<file path="src/rtl/chain_master.sv">
// rtl/chain_master.sv - serial shift-chain master with readback, cookie and echo checks
module chain_master #(
   parameter int               WIDTH  = 16,
   parameter int               DIV    = 4,
   parameter logic [WIDTH-1:0] COOKIE = WIDTH'(16'hCAFE)
) (
   input  logic             i_clk,
   input  logic             i_rst_n,
   input  logic             i_start,
   input  logic [WIDTH-1:0] i_wdata,
   input  logic             i_miso,
   output logic             o_sclk,
   output logic             o_mosi,
   output logic             o_load,
   output logic             o_busy,
   output logic             o_done,
   output logic [WIDTH-1:0] o_rdata,
   output logic             o_cookie,
   output logic             o_echo_ok
);

   localparam int PW = $clog2(DIV);
   localparam int BW = $clog2(WIDTH);

   typedef enum logic [2:0] {IDLE, LOW, HIGH, LATCH, DONE} state_t;

   state_t           state_q;
   logic [PW-1:0]    phase_q;
   logic [BW-1:0]    bit_q;
   logic [WIDTH-1:0] shift_q, cap_q, rx_q, last_q, rdata_q;
   logic             cookie_q, echo_q, sclk_q, mosi_q, load_q, busy_q, done_q;
   logic             rst_sync_q;
   logic             phase_last;

   assign phase_last = (phase_q == PW'(DIV - 1));

   // Reset release is retimed by one flop; starts are refused until it has propagated.
   always_ff @(posedge i_clk or negedge i_rst_n) begin
      if (!i_rst_n) rst_sync_q <= 1'b0;
      else          rst_sync_q <= 1'b1;
   end

   always_ff @(posedge i_clk or negedge i_rst_n) begin
      if (!i_rst_n) begin
         state_q  <= IDLE;
         phase_q  <= '0;
         bit_q    <= '0;
         shift_q  <= '0;
         cap_q    <= '0;
         rx_q     <= '0;
         last_q   <= '0;
         rdata_q  <= '0;
         cookie_q <= (COOKIE == '0);
         echo_q   <= 1'b1;
         sclk_q   <= 1'b0;
         mosi_q   <= 1'b0;
         load_q   <= 1'b1;
         busy_q   <= 1'b0;
         done_q   <= 1'b0;
      end else begin
         case (state_q)
            IDLE: begin
               if (i_start && rst_sync_q) begin
                  shift_q <= i_wdata;
                  cap_q   <= i_wdata;
                  bit_q   <= BW'(WIDTH - 1);
                  phase_q <= '0;
                  load_q  <= 1'b0;
                  mosi_q  <= i_wdata[WIDTH-1];
                  busy_q  <= 1'b1;
                  state_q <= LOW;
               end
            end
            LOW: begin
               if (phase_last) begin
                  rx_q    <= {rx_q[WIDTH-2:0], i_miso};
                  phase_q <= '0;
                  sclk_q  <= 1'b1;
                  state_q <= HIGH;
               end else begin
                  phase_q <= phase_q + 1'b1;
               end
            end
            HIGH: begin
               if (phase_last) begin
                  shift_q <= {shift_q[WIDTH-2:0], 1'b0};
                  phase_q <= '0;
                  sclk_q  <= 1'b0;
                  if (bit_q == '0) begin
                     load_q  <= 1'b1;
                     mosi_q  <= 1'b0;
                     state_q <= LATCH;
                  end else begin
                     bit_q   <= bit_q - 1'b1;
                     mosi_q  <= shift_q[WIDTH-2];
                     state_q <= LOW;
                  end
               end else begin
                  phase_q <= phase_q + 1'b1;
               end
            end
            LATCH: begin
               if (phase_last) begin
                  phase_q <= '0;
                  done_q  <= 1'b1;
                  state_q <= DONE;
               end else begin
                  phase_q <= phase_q + 1'b1;
               end
            end
            DONE: begin
               // Echo compares against the word written by the transaction before this one.
               rdata_q  <= rx_q;
               last_q   <= cap_q;
               cookie_q <= (rx_q == COOKIE);
               echo_q   <= (rx_q == last_q);
               done_q   <= 1'b0;
               busy_q   <= 1'b0;
               state_q  <= IDLE;
            end
            default: state_q <= IDLE;
         endcase
      end
   end

   assign o_sclk    = sclk_q;
   assign o_mosi    = mosi_q;
   assign o_load    = load_q;
   assign o_busy    = busy_q;
   assign o_done    = done_q;
   assign o_rdata   = rdata_q;
   assign o_cookie  = cookie_q;
   assign o_echo_ok = echo_q;

endmodule

</file>
<file path="config.mk">
export PLATFORM = sky130hd
export DESIGN_NAME = chain_master
export DESIGN_NICKNAME = d
export VERILOG_FILES = /design/src/rtl/chain_master.sv
export SDC_FILE = /design/constraint.sdc
export NUM_CORES = 1
export LEC_CHECK = 0
export BUFFER_PORTS_ARGS = -buffer_cell sky130_fd_sc_hd__buf_2
export CAP_MARGIN = 20
export CORE_MARGIN = 8
export CORE_UTILIZATION = 40
export CTS_BUF_LIST = sky130_fd_sc_hd__clkbuf_16
export DETAILED_ROUTE_END_ITERATION = 10
export PLACE_DENSITY_LB_ADDON = 0.05
export SLEW_MARGIN = 10
export SYNTH_ARGS = -nofsm -noshare
export SYNTH_HDL_FRONTEND = slang
export SYNTH_SLANG_ARGS = --single-unit
</file>
<file path="constraint.sdc">
create_clock -name i_clk -period 2.4 [get_ports i_clk]
set_clock_uncertainty 0.15 [all_clocks]
set_input_delay 0.12 -clock i_clk [delete_from_list [all_inputs] [get_ports i_clk]]
set_output_delay 0.12 -clock i_clk [all_outputs]
set_load 0.005 [all_outputs]
</file>
==> flow_metrics.env <==
export IMPL_outcome="finished clean"
export IMPL_synthArstFlopShare_pct=100.0
export IMPL_grt_usage_pct=12.83
export IMPL_cp_slowest_cell="dfrtp_1"
export IMPL_port_buffers=42
export IMPL_min_from="i_start"
export IMPL_drtAntennaViolNets=0
export IMPL_whs_path_depth=5
export IMPL_die_h_um=118.1
export IMPL_path_max_fanout=21
export IMPL_met3_usage_pct=3.597
export IMPL_pin_count=43
export IMPL_clock_insertion_delay_worst_skew_ps=340
export IMPL_postRouteWirelength_mm=8.288
export IMPL_hold_class="in -> reg"
export IMPL_die_area_mm2=0.01395
export IMPL_ys_ff_latch=96
export IMPL_p_leak_nw=2.489
export IMPL_period_minus_slack_ps=1854
export IMPL_start_util_pct=40.77
export IMPL_rows=37
export IMPL_cts_sinks=96
export IMPL_antenna_found_initial=0
export IMPL_min_to="bit_q[1]"
export IMPL_insertedDiodeCount=0
export IMPL_crit_arrival_ps=1920
export IMPL_crit_path_end_kind="flip-flop"
export IMPL_setup_tns_ps=0
export IMPL_synth_edf_count=0
export IMPL_numCtsBuffers=9
export IMPL_syn_to_final_growth_pct=19.83
export IMPL_post_route_cells_drive_above_1_share_pct=23.64
export IMPL_place_ws_ps=547.2
export IMPL_path_cells="nor2_4 > and4b_4 > mux2_2"
export IMPL_synth_area_leaders="dfrtp_1 (56%), nand2_1 (9.5%), mux2_2 (7.6%)"
export IMPL_dr_pass1_iters=5
export IMPL_use_met2_pct=18.44
export IMPL_fmaxAchievable_mhz=539.2
export IMPL_yosys_area_top_type="dfrtp_1"
export IMPL_r2r_end="cap_q[2]"
export IMPL_clockRootBuffer="clkbuf_16"
export IMPL_grt_max_degree=54
export IMPL_worst_slew_pin_slew_ps=700.0
export IMPL_drv_slew=0
export IMPL_avgSynthCellArea_um2=11.15
export IMPL_synth_most_common_cell="nand2_1"
export IMPL_synth_top_cell_area_share_pct=56.39
export IMPL_syn_inst=374
export IMPL_yosys_top_cells_count="nand2_1 (106), dfrtp_1 (94), mux2_2 (28), nor2_1 (20), a21oi_1 (19)"
export IMPL_ys_seq_area_share_pct=57.65
export IMPL_path_class="reg -> reg"
export IMPL_finalSetupViolCount=0
export IMPL_cts_max_level=3
export IMPL_clockBufferDepth=2
export IMPL_grt_busiest_layer="met2"
export IMPL_p_per_area_mw_per_mm2=1075
export IMPL_cts_tree="built"
export IMPL_gp_congestion=0.7503
export IMPL_grt_first_pass_wirelength_mm=14.64
export IMPL_synth_area_mm2=0.004172
export IMPL_ir_drop_v=0.0005119
export IMPL_wl_per_cell_um=14.39
export IMPL_core_mm2=0.01023
export IMPL_viasPerCell=4.747
export IMPL_synth_cell_types=42
export IMPL_use_met1_pct=17.66
export IMPL_drcViolationCount=0
export IMPL_crit_required_ps=2470
export IMPL_place_hpwl_mm=5.662
export IMPL_grt_ovfl_total=0
export IMPL_synth_warnings=0
export IMPL_maxSlewHeadroom_pct=53.33
export IMPL_drtIter0Drc=114
export IMPL_cpPeakStageDelay_ps=520
export IMPL_cp_start_kind="flip-flop"
export IMPL_layout_nets=458
export IMPL_drv_cap=0
export IMPL_period_share_pct=77.27
export IMPL_reg2regPathDepth=3
export IMPL_synth_nets=397
export IMPL_r2r_slack_ps=550
export IMPL_ys_flop_type="dfrtp_1"
export IMPL_path_clk_slew_ps=70
export IMPL_die_x_um=118.1
export IMPL_rsz0062_at_grt="false"
export IMPL_reg2reg_from="state_q[1]"
export IMPL_grt_pass1_vias=2828
export IMPL_hold_viol=0
export IMPL_vias=2734
export IMPL_cts_resized=0
export IMPL_worst_slack_ps=545.5
==> cells in the final DEF, fill, tap and decap left out, types with 2 or more instances in the layout <==
| cell type | n |
|---|---|
| nand2_1 | 106 |
| dfrtp_1 | 94 |
| buf_2 | 41 |
| mux2_2 | 28 |
| nor2_1 | 20 |
| a21oi_1 | 19 |
| dlygate4sd3_1 | 18 |
| xor2_1 | 16 |
| mux2i_1 | 14 |
| clkbuf_16 | 9 |
| buf_4 | 9 |
| o21ai_0 | 6 |
| inv_1 | 5 |
| mux2_1 | 4 |
| nor4_1 | 4 |
| nand2b_1 | 3 |
| a21o_1 | 3 |
| ha_1 | 3 |
| nor3b_1 | 2 |
| nor3_1 | 2 |
| a41oi_1 | 2 |
| a31oi_1 | 2 |
| nor4bb_1 | 2 |
| nand4_1 | 2 |
| bufinv_16 | 2 |
| clkinvlp_4 | 2 |
| dfstp_2 | 2 |
==> critical path: cells and delay by family, from the launching register on <==
family,cells,cell delay [ps]
flip-flops,1,520
AND/OR/NAND/NOR,2,690
multiplexers,1,370
==> power by group <==
| part | internal, mW | switching, mW |
|---|---|---|
| combinational | 0.694 | 0.651 |
| sequential | 2.12 | 0.399 |
| clock | 0.904 | 0.601 |
| total | 3.72 | 1.65 |
==> layout make-up <==
type | instances | area, um2
clock buffers | 9 | 225.2
clock inverters | 7 | 87.58
fillers | 986 | 5233
inverters | 4 | 15.01
multi-input cells | 255 | 1623
flip-flops and latches | 96 | 2405
well taps | 136 | 170.2
repair buffers | 69 | 473.0
==> worst max path at each step <==
stage	startpoint	endpoint	slack [ps]
6_report	state_q[1]	cap_q[2]	550
5_1_grt	phase_q[0]	rx_q[11]	440
4_1_cts	state_q[1]	cap_q[15]	520
3_5_place_dp	state_q[1]	cap_q[12]	550
3_3_place_gp	state_q[1]	cap_q[5]	570
2_1_floorplan	phase_q[0]	rx_q[10]	630
==> state kept, by name, indices dropped and copies added, names as in the netlist <==
signal	cells
cap_q	16
last_q	16
o_rdata	16
rx_q	16
shift_q	15
bit_q	4
state_q	3
phase_q	2
o_busy	1
o_cookie	1
o_done	1
o_echo_ok	1
o_load	1
o_mosi	1
o_sclk	1
rst_sync_q	1
==> cell families (layout without fill, tap and decap cells) <==
| kind of cell | count (synthesis) | after routing | synth area share (%) |
|---|---|---|---|
| fa+ha+maj | 3 | 3 | 0.8999 |
| compound gates | 37 | 37 | 5.849 |
| simple gates | 152 | 152 | 16.71 |
| xor+xnor | 16 | 16 | 3.359 |
| mux | 46 | 46 | 12.00 |
| flops | 96 | 96 | 57.65 |
| buf+inv | 23 | 89 | 3.449 |
| other cells | 1 | 1 | 0.08990 |
==> through the flow <==
stage | total power [mW] | area, um2 | util, % | cells | hold WS [ps]
finish | 5.375 | 4999 | 48.86 | 576 | 134.0
global route | 5.748 | 4999 | 48.86 | 576 | 162.5
CTS | 5.458 | 4999 | 48.86 | 576 | 123.2
detailed placement | 3.911 | 4506 | 44.04 | 542 | 67.33
global placement | 3.868 | 4506 | 44.04 | 542 | 71.70
floorplan | 3.550 | 4172 | - | 374 | -325.6
==> metal layers <==
metal / share of wire, % / vias up
li1: - / 1367
met1: 51 / 1310
met2: 43 / 45
met3: 3.8 / 12
met4: 1.8 / 0
met5: 0 / -
==> repair_timing <==
action	in CTS	in global routing
hold buffers	18	0
hold endpoints to repair	82	0
buffers inserted	0	0
No activity file was read; power rests on OpenSTA's default activity.
